`src/rtl/crc_fcs_check.sv`:
```
// crc_fcs_check: pairs each CRC emitted by the CRC engine with the oldest
// queued received FCS, reports per-frame pass/fail, keeps saturating
// pass/fail counters and sticky queue overflow/underflow flags.
module crc_fcs_check #(
    parameter int CRC_WIDTH  = 32,
    parameter int FIFO_DEPTH = 16,
    parameter int CNT_WIDTH  = 32
) (
    input  logic                          clk,
    input  logic                          rst_n,
    input  logic [CRC_WIDTH-1:0]          fcs_in,
    input  logic                          fcs_vld,
    input  logic [CRC_WIDTH-1:0]          crc_out,
    input  logic                          crc_out_vld,
    input  logic                          clr,
    output logic                          chk_vld,
    output logic                          chk_pass,
    output logic [CRC_WIDTH-1:0]          chk_crc,
    output logic [CRC_WIDTH-1:0]          chk_fcs,
    output logic [CNT_WIDTH-1:0]          pass_cnt,
    output logic [CNT_WIDTH-1:0]          fail_cnt,
    output logic                          ovf_err,
    output logic                          unf_err,
    output logic [$clog2(FIFO_DEPTH):0]   fifo_level
);

    localparam int AW = $clog2(FIFO_DEPTH);

    logic [CRC_WIDTH-1:0] mem [FIFO_DEPTH];
    logic [AW:0]          wptr;
    logic [AW:0]          rptr;

    logic                 empty;
    logic                 full;
    logic                 pop;
    logic                 bypass;
    logic                 underflow;
    logic                 push;
    logic                 overflow;
    logic [CRC_WIDTH-1:0] exp_fcs;
    logic                 pass_now;

    // Queue status and pairing decisions for the current cycle
    always_comb begin
        fifo_level = wptr - rptr;
        empty      = (fifo_level == '0);
        full       = (fifo_level == (AW+1)'(FIFO_DEPTH));
        pop        = crc_out_vld && !empty;
        bypass     = crc_out_vld && empty && fcs_vld;
        underflow  = crc_out_vld && empty && !fcs_vld;
        // A full queue still accepts a push when the head leaves this cycle
        push       = fcs_vld && !bypass && (!full || pop);
        overflow   = fcs_vld && full && !pop;
        exp_fcs    = '0;
        if (pop)
            exp_fcs = mem[rptr[AW-1:0]];
        else if (bypass)
            exp_fcs = fcs_in;
        pass_now   = !underflow && (crc_out == exp_fcs);
    end

    // FCS storage; contents need no reset since pointers gate every read
    always_ff @(posedge clk) begin
        if (push)
            mem[wptr[AW-1:0]] <= fcs_in;
    end

    // Queue pointers
    always_ff @(posedge clk or negedge rst_n) begin
        if (!rst_n) begin
            wptr <= '0;
            rptr <= '0;
        end else begin
            if (push)
                wptr <= wptr + 1'b1;
            if (pop)
                rptr <= rptr + 1'b1;
        end
    end

    // Registered per-frame result, one cycle after crc_out_vld
    always_ff @(posedge clk or negedge rst_n) begin
        if (!rst_n) begin
            chk_vld  <= 1'b0;
            chk_pass <= 1'b0;
            chk_crc  <= '0;
            chk_fcs  <= '0;
        end else begin
            chk_vld <= crc_out_vld;
            if (crc_out_vld) begin
                chk_pass <= pass_now;
                chk_crc  <= crc_out;
                chk_fcs  <= exp_fcs;
            end
        end
    end

    // Saturating counters and sticky flags; clr wins over any update
    always_ff @(posedge clk or negedge rst_n) begin
        if (!rst_n) begin
            pass_cnt <= '0;
            fail_cnt <= '0;
            ovf_err  <= 1'b0;
            unf_err  <= 1'b0;
        end else if (clr) begin
            pass_cnt <= '0;
            fail_cnt <= '0;
            ovf_err  <= 1'b0;
            unf_err  <= 1'b0;
        end else begin
            if (crc_out_vld && pass_now && (pass_cnt != '1))
                pass_cnt <= pass_cnt + CNT_WIDTH'(1);
            if (crc_out_vld && !pass_now && (fail_cnt != '1))
                fail_cnt <= fail_cnt + CNT_WIDTH'(1);
            if (overflow)
                ovf_err <= 1'b1;
            if (underflow)
                unf_err <= 1'b1;
        end
    end

endmodule
```
`config.mk`:
```
export PLATFORM = sky130hd
export DESIGN_NAME = crc_fcs_check
export DESIGN_NICKNAME = d
export VERILOG_FILES = /design/src/rtl/crc_fcs_check.sv
export SDC_FILE = /design/constraint.sdc
export NUM_CORES = 1
export LEC_CHECK = 0
export ABC_AREA = 1
export CORE_MARGIN = 2
export CORE_UTILIZATION = 45
export CTS_CLUSTER_SIZE = 25
export DETAILED_ROUTE_END_ITERATION = 16
export PLACE_DENSITY = 0.61
export SETUP_SLACK_MARGIN = 0.1
export SLEW_MARGIN = 20
export SYNTH_ARGS = -nofsm -noshare
export SYNTH_HDL_FRONTEND = slang
export SYNTH_SLANG_ARGS = --single-unit
```
`constraint.sdc`:
```
create_clock -name clk -period 6.79 [get_ports clk]
set_input_delay 1.358 -clock clk [delete_from_list [all_inputs] [get_ports clk]]
set_output_delay 1.358 -clock clk [all_outputs]
set_load 0.01 [all_outputs]
```
**Word-level counts from Yosys, hierarchy flattened**

Memories as Yosys holds them, arrays and structs flattened.
Index checks and enable logic that the tools add are counted.

- Register bits after elaboration: 142
- Bits in latches: 0
- Bits in writable memories: 512
- ROM bits: 0
- Input port bits: 69
- Output and inout bits: 137
- Word-level logic and storage cells: 58
- Memories kept: 1

- Add/subtract/negate cells: 5
- Multiply operators: 0
- Divide/modulo/power cells: 0
- $lt $le $gt $ge: 0
- Equal/unequal tests: 4
- Shift-type cells: 0
- Muxes and demuxes: 12
- Bitwise logic cells: 0
- Reduce and logical (&&, ||, !) cells: 26

Memories:

| name | depth | bits a word | read ports | clocked after Yosys merged registers in | write ports | line | source |
|---|---|---|---|---|---|---|---|
| mem | 16 | 32 | 1 | 0 | 1 | 29 | `logic [CRC_WIDTH-1:0] mem [FIFO_DEPTH];` |

Operator list:

| cell | count |
|---|---|
| two-way mux 32 bit | 6 |
| adder 32 x 1 -> 32 bit, second input constant | 2 |
| inequality test 32 bit, second input constant | 2 |
| == test 32 bit | 1 |
| logical AND 1 bit | 13 |
| adder 5 x 1 -> 5 bit, second input constant | 2 |
| nonzero test 2 bit | 4 |
| zero test 1 bit | 7 |
| two-way mux 1 bit | 6 |
| == test 5 bit, second input constant | 1 |
| zero test 5 bit | 1 |
| subtractor 5 bit | 1 |
| logical OR 1 bit | 1 |

**Depth between registers and ports, before layout**

Gate-level depths: netlist (run 1).

- Depth in word-level cells: 13
- Depth in mapped cells: 28

**Worst setup path after synthesis (run 1)**

No wires, ideal clock.

- Kind: flip-flop to flip-flop
- Start: register rptr[2]
- End: memory mem[15][0], enable pin
- Data arrival time: 3712 ps
- Path slack: 2654 ps
- Stages on the path, launching flop included: 16
- Clock period less this slack: 4136 ps
- Cell sequence: dfrtp_1 > inv_1 > buf_2 > buf_1 > ha_1 > nand2_1 > clkinv_1 > nor2_1 > nor2_1 > nand3_2 > nor2_1 > nor2_1 > nand2_1 > inv_1 > nand2_1 > nor2_1

- Word-level cells in the longest chain between the ends: 9
- Elaborated cells on any way between the ends: 14

RTL lines:

| item | line | source |
|---|---|---|
| from (decl) | 31 | `logic [AW:0] rptr;` |
| from (signal assigned) | 77 | `rptr <= rptr + 1'b1;` |
| subtractor 5 bit * | 45 | `fifo_level = wptr - rptr;` |
| net fifo_level[2] | 24 | `output logic [$clog2(FIFO_DEPTH):0] fifo_level` |
| zero test 5 bit | 46 | `empty = (fifo_level == '0);` |
| logical AND 1 bit (2 in series) | 49 | `bypass = crc_out_vld && empty && fcs_vld;` |
| zero test 1 bit | 52 | `push = fcs_vld && !bypass && (!full \|\| pop);` |
| logical AND 1 bit | 52 |  |
| logical AND 1 bit * | 52 |  |
| two-way mux 1 bit * | 64 | `if (push)` |
| two-way mux 1 bit (implied by the code) * | 65 | `mem[wptr[AW-1:0]] <= fcs_in;` |
| to (decl) | 29 |  |

The timed path passes the listed nets; every way through them passes the cells marked *.

**Worst setup path after layout (run 1)**

- Start: register rptr[1]
- End: register fail_cnt[16]

- Word-level cells in the longest chain between the ends: 12
- Elaborated cells on any way between the ends: 17

RTL lines:

| item | line | source |
|---|---|---|
| subtractor 5 bit | 45 |  |
| zero test 5 bit | 46 |  |
| logical AND 1 bit | 49, 50 |  |
| logical AND 1 bit | 49 |  |
| two-way mux 32 bit | 57 | `else if (bypass)` |
| two-way mux 32 bit | 55 | `if (pop)` |
| == test 32 bit | 59 | `pass_now = !underflow && (crc_out == exp_fcs);` |
| logical AND 1 bit * | 59 |  |
| zero test 1 bit * | 113 | `if (crc_out_vld && !pass_now && (fail_cnt != '1))` |
| logical AND 1 bit * (2 in series) | 113 |  |
| nonzero test 2 bit (no source line) * | - |  |
| to (signal assigned) | 114 | `fail_cnt <= fail_cnt + CNT_WIDTH'(1);` |
| to (decl) | 21 | `output logic [CNT_WIDTH-1:0] fail_cnt,` |

Mark *: on every way between the ends. The rest lies on a longest branch, timed or not.
A chain may end at the register's enable or synchronous reset.

==> metrics.csv, run 1 <==
metric,value,unit
cp.required,7.29,ns
tns,0,ns
synth_edf_count,512,
cts-root-buf,clkbuf_16,
die_h,258.2,um
track_usage,25.48,%
grt_setup_unrepaired,false,
stdcell_count,3896,
power.internal,8452,uW
core-area,64120,sq um
synth_area,29070,sq um
cts_inserted_buffers,71,
drv_cap,0,
critPathCaptureType,register,
p_leak,0.01325,uW
syn_area_per_cell,10.35,sq um
port_buffers,205,
yosysUniqueCellTypes,41,
routedWlPerCell,21.86,um
async_flop_share,21.71,%
antenna_found_initial,4,
htree_levels,3,
dp_hpwl,53260,um
worstSetupPathType,reg2reg,
fmax,185.3,MHz
status,completed,
cts_tree,done,
final_antenna_net_count,0,
rows,93,
grt_pass1_vias,20950,
hold_viol,0,
clkPwrFrac,28.5,%
p_per_area,389.1,nW/um^2
slew_headroom,23.07,%
critical_path.startpoint_type,register,
drive_gt1_share,7.307,%
period_minus_slack,5.397,ns
vdd_drop_max,0.3937,mV
num_vias,21460,
finalWirelength,85170,um
syn-num-nets,2890,
start_util,45.34,%
min_path_type,reg2reg,
clock_skew,0.03906,ns
final_cell_mix,"nand2_1, edfxtp_1, nor2_1, nand3_1, clkdlybuf4s50_1",
hold_buffers,0,
synthFlopType,edfxtp_1,
path_max_fanout,62,
detail_route.vias_per_cell,5.507,
slew_viol_final,0,
numClockSinks,654,
grt_max_degree,216,
layout_commonest_cell,nand2_1,
yosys_register_bits,654,
switching_power,4961,uW
syn_to_final_growth,18.60,%
power.share.combinational,33.9,%
pwr-share-seq,37.6,%
syn_inst,2809,
arrival,5.90,ns
placedCellCount,3763,
cts_resized,0,
nNetsFinal,3066,
overflow,0,
clk_pin_slew,0.06,ns
clk_latency,0.62,ns
sw_frac_of_total,36.99,%
first_iter_violations,2113,
die_area,66650,sq um
finalSetupViolations,0,
period_share,79.48,%
yosysSeqAreaShare,65.11,%
drc,0,
first_pass_iters,6,
grt_pass1_wl,129100,um
place.gp.congestion,0.9029,
yosys_warnings,0,
die_x,258.2,um
postCtsSetupBuffers,0,
cts_buffer_depth,3,
ios,206,
tightest_slew,1.154,ns
-- sequential cells by signal (all words and copies together) (netlist names) --
| register | count |
|---|---|
| chk_fcs | 32 |
| unf_err | 1 |
| mem | 512 |
| chk_crc | 32 |
| wptr | 5 |
| ovf_err | 1 |
| rptr | 5 |
| fail_cnt | 32 |
| pass_cnt | 32 |
| chk_pass | 1 |
| chk_vld | 1 |
-- cells by family after synthesis --
group	count (synthesis)	synth area share [%]
fa+ha+maj	12	0.5423
compound gates	323	6.194
buf+inv	325	4.868
simple gates	1440	21.62
xor+xnor	55	1.657
flops	654	65.11
-- power groups by stage --
stage | registers, uW | clock network, uW | logic (uW)
after global routing | 5080 | 4030 | 5010
after global placement | 5110 | 0 | 4450
after floorplan | 5060 | 0 | 2820
after CTS | 5040 | 3880 | 4560
final | 5040 | 3820 | 4550
after detailed placement | 5120 | 0 | 4530
-- worst max-delay path, cell delays in order, from the launching register on --
cell	delay, ns
dfrtp_2	0.51
inv_4	0.55
fa_1	0.54
or2_0	0.23
nor2_1	0.13
nand3_2	0.14
nor2_8	0.36
nand2_2	0.14
nor2_2	0.53
nand2_2	0.13
nand2_1	0.09
nand2_1	0.05
nand2_1	0.06
nand2_1	0.06
nor2_1	0.16
nand3_2	0.17
inv_2	0.11
nand2_4	0.10
nand2_4	0.36
nand2_2	0.49
o21ai_0	0.30
-- area by class of cell --
cell class                      count  area, sq um
Clock inverter                     34        334.1
Clock buffer                       92         1938
Timing Repair Buffer              258         2701
Tap cell                          855         1070
Antenna cell                        3        7.507
Multi-Input combinational cell   1830         8846
Fill cell                        5506        29640
Inverter                          170        644.4
Sequential cell                   654        18930
-- per-stage QoR --
| step | total power [uW] | util, % | setup slack (ns) | hold WS (ns) | instance area (sq um) |
|---|---|---|---|---|---|
| 6_report | 13410 | 53.77 | 1.393 | 0.4728 | 34480 |
| 5_1_grt | 14110 | 53.77 | 0.9739 | 0.5060 | 34480 |
| 4_1_cts | 13480 | 53.59 | 1.373 | 0.4741 | 34360 |
| 3_5_place_dp | 9647 | 50.04 | 1.194 | 0.4599 | 32090 |
| 3_3_place_gp | 9564 | 49.70 | 1.323 | 0.4583 | 31870 |
| 2_1_floorplan | 7885 | - | 2.654 | 0.4617 | 29070 |
-- synthesized netlist by cell type (33+ instances only) --
cell type	n	area, sq um
xor2_1	40	350.3
nand4_1	74	462.9
buf_2	61	305.3
inv_1	161	604.3
o21ai_0	194	970.9
clkbuf_1	63	236.5
nand2_1	593	2226
nor3_1	33	165.2
edfxtp_1	512	15370
dfrtp_1	142	3553
o211ai_1	66	495.5
nand3_1	265	1326
nor2_1	406	1524
-- worst paths after layout --
path	from	to	slack, ns	cells after the start
min in group asynchronous	rst_n	fail_cnt[11]	0.63	1
hold reg to reg	chk_crc[20]	chk_crc[20]	0.47	2
setup / recovery	rptr[1]	fail_cnt[16]	1.39	20
max in group asynchronous	rst_n	rptr[1]	4.80	3
setup reg to reg	rptr[1]	fail_cnt[16]	1.39	20
hold / removal	chk_crc[20]	chk_crc[20]	0.47	2
-- layer usage --
layer | wire (um) | track usage, %
met5 | 10 | 0
met4 | 3070 | 10.97
met3 | 4580 | 3.278
met2 | 41600 | 42.42
met1 | 35910 | 33.71
Power figures use the tool's default switching activity.
==> run 2: changes to the inputs <==
==> constraint.sdc (replaced) <==
create_clock -name clk -period 5.3 [get_ports clk]
set_input_delay 1.06 -clock clk [delete_from_list [all_inputs] [get_ports clk]]
set_output_delay 1.06 -clock clk [all_outputs]
set_load 0.01 [all_outputs]
==> metrics.csv, run 2 (synthesized netlist as in run 1, its figures left out) <==
metric,value,unit
status,completed,
fmax,211.0,MHz
p_per_area,497.0,nW/um^2
postCtsSetupBuffers,0,
first_pass_iters,6,
final_cell_mix,"nand2_1, edfxtp_1, nor2_1, nand3_1, clkdlybuf4s50_1",
nNetsFinal,3070,
routedWlPerCell,21.74,um
cp.required,5.81,ns
grt_pass1_wl,127900,um
dp_hpwl,50280,um
worstSetupPathType,reg2reg,
period_minus_slack,4.738,ns
cpPeakStageDelay,0.45,ns
tns,0,ns
path_max_fanout,32,
vdd_drop_max,0.3917,mV
placedCellCount,3771,
cpMostUsedCell,nand2_1,
cts-root-buf,clkbuf_16,
finalSetupViolations,0,
arrival,5.24,ns
antenna_found_initial,6,
drc,0,
layout_commonest_cell,nand2_1,
rrSetupSlack,0.56,ns
slew_viol_final,0,
largest_register_ff_count,512,
tightest_slew,1.135,ns
start_util,45.34,%
num_vias,21340,
final_antenna_net_count,0,
nFillCells,5600,
path_cells,inv_1 > ha_1 > inv_1 > fa_1 > or2_0 > nor2_1 > nand3_2 > nor2_8 > nand2_2 > nor2_2 > buf_4 > nand2_1 > nand2_1 > inv_2 > nand2_1 > nand3_1 > nor2_1 > inv_2 > nor2_4 > nand2_4 > nand2_8 > nand2_4 > o21ai_0,
detail_route.vias_per_cell,5.469,
port_buffers,205,
register_area,18930,sq um
clk_pin_slew,0.06,ns
first_iter_violations,2223,
ios,206,
period_share,89.40,%
grt_pass1_vias,20510,
critPathCaptureType,register,
clk_latency,0.61,ns
grt_max_degree,165,
htree_levels,3,
cts_tree,done,
stdcell_count,3902,
crit_slowest_cell,fa_1,
critical_path.startpoint_type,register,
numClockSinks,654,
cts_buffer_depth,3,
die_x,258.2,um
p_leak,0.01320,uW
finalWorstSetupSlack,0.5616,ns
core-area,64120,sq um
finalWirelength,84830,um
drive_gt1_share,7.364,%
cts_inserted_buffers,71,
overflow,0,
multi_input_area,8860,sq um
clock_skew,0.02919,ns
hold_viol,0,
grt_setup_unrepaired,false,
dp_slack,0.1630,ns
track_usage,25.48,%
place.gp.congestion,0.8941,
syn_to_final_growth,17.90,%
slew_headroom,24.32,%
die_area,66650,sq um
min_path_type,in2async,
rows,93,
die_h,258.2,um
drv_cap,0,
critPathLaunch,wptr[0],
timing.rr.start,wptr[0],
run 2: cell count changes in the layout (fill, tap and decap cells not counted), sizes merged:
cell / delta
buf: +4
diode: +2
run 2: per-stage QoR:
stage               power (uW)  instance area, sq um  utilization, %  hold WS (ns)
floorplan                10100                 29070               -        0.4617
detailed placement       12270                 32010           49.92        0.4592
global placement         12180                 32010           49.92        0.4575
finish                   17030                 34270           53.46        0.4665
CTS                      17110                 34250           53.41        0.4733
global route             17940                 34270           53.46        0.5028
run 2: worst paths after layout:
check	cells past startpoint	end
setup reg to reg	23	fail_cnt[16]
min in group clk	2	chk_crc[20]
hold reg to reg	2	chk_crc[20]
setup / recovery	23	fail_cnt[16]
max in group asynchronous	2	chk_fcs[23]
hold / removal	1	fail_cnt[4]
run 2: final cells by class:
| class | count | share of cell area (%) |
|---|---|---|
| repair buffers | 262 | 7.334 |
| inverters | 170 | 1.880 |
| diodes | 5 | 0.03651 |
| multi-input cells | 1830 | 25.85 |
| flip-flops and latches | 654 | 55.25 |
| well taps | 855 | 3.121 |
| clock buffers | 92 | 5.538 |
| clock inverters | 34 | 0.9930 |
run 2: repair_timing:
item,4_1_cts,5_1_grt
hold endpoints to repair,0,0
endpoints found under the setup margin,0,32
hold buffers,0,0
gates resized for setup,0,2
run 2: critical path, delay by kind of cell, from the launching register on:
| kind | cells | cell delay [ns] |
|---|---|---|
| compound gates | 1 | 0.27 |
| fa+ha+maj | 2 | 0.62 |
| buf+inv | 5 | 0.64 |
| flops | 1 | 0.41 |
| simple gates | 15 | 2.67 |
run 2: layer usage:
layer	up-vias	global-route usage, %	share of wire (%)
li1	10020	-	-
met1	10390	34.72	43
met2	763	40.18	47
met3	168	4.221	6.4
met4	2	11.80	4.4
met5	-	0	0.015
run 2: where the power goes:
| part | internal [uW] | total [uW] | switching, uW |
|---|---|---|---|
| Clock | 2820 | 4840 | 2020 |
| Combinational | 1780 | 5800 | 4020 |
| Sequential | 6160 | 6390 | 234 |
==> run 3: changes to the inputs <==
--- a/config.mk
+++ b/config.mk
@@ -5,7 +5,7 @@
 export SDC_FILE = /design/constraint.sdc
 export NUM_CORES = 1
 export LEC_CHECK = 0
-export ABC_AREA = 1
+export ABC_AREA = 0
 export CORE_MARGIN = 2
 export CORE_UTILIZATION = 45
 export CTS_CLUSTER_SIZE = 25
==> metrics.csv, run 3 <==
metric,value,unit
status,completed,
clock_skew,0.02141,ns
clkPwrFrac,28.4,%
yosysSeqAreaShare,68.72,%
antenna_found_initial,2,
largest_register_ff_count,512,
rrSetupSlack,0.15,ns
fmax,194.1,MHz
grt_pass1_wl,114600,um
num_vias,17630,
cts-root-buf,clkbuf_16,
port_buffers,205,
vdd_drop_max,0.4930,mV
routedWlPerCell,27.67,um
p_leak,0.01146,uW
synth_top_area_share,55.82,%
critPathCaptureType,register,
syn_area_per_cell,16.03,sq um
pwr-share-seq,38.1,%
grt_pass1_vias,17390,
grt_setup_unrepaired,false,
final_antenna_net_count,0,
ios,206,
numClockSinks,654,
path_max_fanout,20,
final_cell_mix,"edfxtp_1, clkdlybuf4s50_1, dfrtp_1, mux4_2, buf_4",
slew_headroom,40.45,%
htree_levels,3,
worstSetupPathType,reg2reg,
clk_pin_slew,0.06,ns
crit_slowest_cell,fa_1,
start_util,45.55,%
grt_max_degree,93,
period_minus_slack,5.152,ns
tns,0,ns
syn_inst,1718,
crit_buf_inv,5,
synth_area,27540,sq um
hold_viol,0,
drive_gt1_share,20.42,%
ff2ff_path_depth,17,
layout_commonest_cell,edfxtp_1,
crit_family,simple AND/OR/NAND/NOR gates,
overflow,0,
core-area,60470,sq um
power,16870,uW
clk_latency,0.61,ns
finalSetupViolations,0,
cp.required,5.78,ns
nFillCells,4774,
path_cells,inv_2 > ha_1 > inv_1 > fa_1 > or3b_4 > nor4_4 > o22a_4 > nor2_2 > buf_6 > a221o_1 > a222oi_1 > nand4_1 > buf_4 > or3_4 > buf_12 > nor4b_2 > mux2_1,
nNetsFinal,2077,
syn_to_final_growth,21.41,%
ys_top_cells_by_area,"edfxtp_1, dfrtp_1, mux4_2",
die_x,251.4,um
synth.most_common_cell,edfxtp_1,
hold_buffers,0,
die_area,63200,sq um
die_h,251.4,um
p_per_area,504.4,nW/um^2
first_iter_violations,1965,
yosys_register_bits,654,
detail_route.vias_per_cell,6.226,
rr_endpoint,pass_cnt[21],
track_usage,24.87,%
synth_edf_count,512,
min_path_type,in2async,
critical_path.startpoint_type,register,
arrival,5.63,ns
period_share,97.21,%
sw_frac_of_total,32.77,%
async_flop_share,21.71,%
tightest_slew,0.8911,ns
timing.rr.start,wptr[0],
dp_hpwl,47170,um
cts_inserted_buffers,71,
cpPeakStageDelay,0.49,ns
yosys_warnings,0,
drv_cap,0,
synthFlopType,edfxtp_1,
rows,90,
cts_tree,done,
first_pass_iters,5,
place.gp.congestion,0.8596,
stdcell_count,2832,
synth_top_area_cell,edfxtp_1,
placedCellCount,2697,
power.internal,11340,uW
synthTopCellsByCount,"edfxtp_1, dfrtp_1, mux4_2",
finalWirelength,78370,um
syn-num-nets,1799,
switching_power,5526,uW
drc,0,
yosysUniqueCellTypes,72,
slew_viol_final,0,
final_core_util,55.30,%
power.share.combinational,33.5,%
cts_buffer_depth,3,
run 3: cell types whose count changed in the layout (fill, tap and decap cells not counted), moves of 64 or more:
cell,previous run,this run
mux4_2,0,120
o21ai_0,194,53
inv_1,159,39
nor2_1,390,41
nand3_1,265,48
o211ai_1,66,2
nand2_1,593,88
run 3: worst max-delay path by stage:
stage / endpoint / cells past startpoint / startpoint
after floorplan: mem[15][0] / 16 / rptr[1]
after global placement: pass_cnt[21] / 17 / wptr[0]
after detailed placement: pass_cnt[21] / 17 / wptr[0]
after CTS: pass_cnt[31] / 17 / wptr[0]
after global routing: pass_cnt[11] / 17 / wptr[0]
final: pass_cnt[21] / 17 / wptr[0]
run 3: cells by family after synthesis:
group           after synthesis  synth area share, %
flops                       654                68.72
simple gates                424                8.291
compound gates              295                7.487
mux                         177                12.08
buf+inv                     145                2.494
fa+ha+maj                    12               0.5724
xor+xnor                     11               0.3498
run 3: power by group through the flow:
| stage | logic [uW] | clock network, uW | registers (uW) |
|---|---|---|---|
| floorplan | 3340 | 0 | 6500 |
| CTS | 5590 | 4860 | 6430 |
| finish | 5650 | 4790 | 6420 |
| global placement | 5520 | 0 | 6500 |
| global route | 5990 | 5060 | 6470 |
| detailed placement | 5550 | 0 | 6520 |
run 3: metal layers:
layer	global-route usage, %	part of all wire, %	up-vias
met5	0	0	-
met4	10.63	4.4	0
met3	5.042	8.6	193
met2	38.34	46	830
met1	34.63	41	9105
li1	-	-	7504
run 3: what timing repair did:
item	CTS	global route
cloned	0	1
gates resized for setup	4	18
pin swaps	3	7
endpoints found under the setup margin	22	62
buffers inserted	0	7
run 3: per-stage QoR:
stage | cell area [sq um] | hold slack, ns | setup slack [ns]
after CTS | 33280 | 0.4550 | 0.09910
after floorplan | 27560 | 0.4607 | 0.3951
after global routing | 33430 | 0.4793 | 0.03942
final | 33440 | 0.4483 | 0.1477
after detailed placement | 31040 | 0.4761 | -0.07350
after global placement | 31040 | 0.4741 | 0.01931
run 3: cell type report:
cell class | instances | area (sq um) | share of cell area, %
Sequential cell | 654 | 18940 | 56.63
Multi-Input combinational cell | 919 | 8165 | 24.42
Timing Repair Buffer | 308 | 2973 | 8.891
Clock buffer | 95 | 1918 | 5.736
Tap cell | 782 | 978.4 | 2.926
Clock inverter | 29 | 301.5 | 0.9018
Inverter | 42 | 157.7 | 0.4715
Antenna cell | 3 | 7.507 | 0.02245
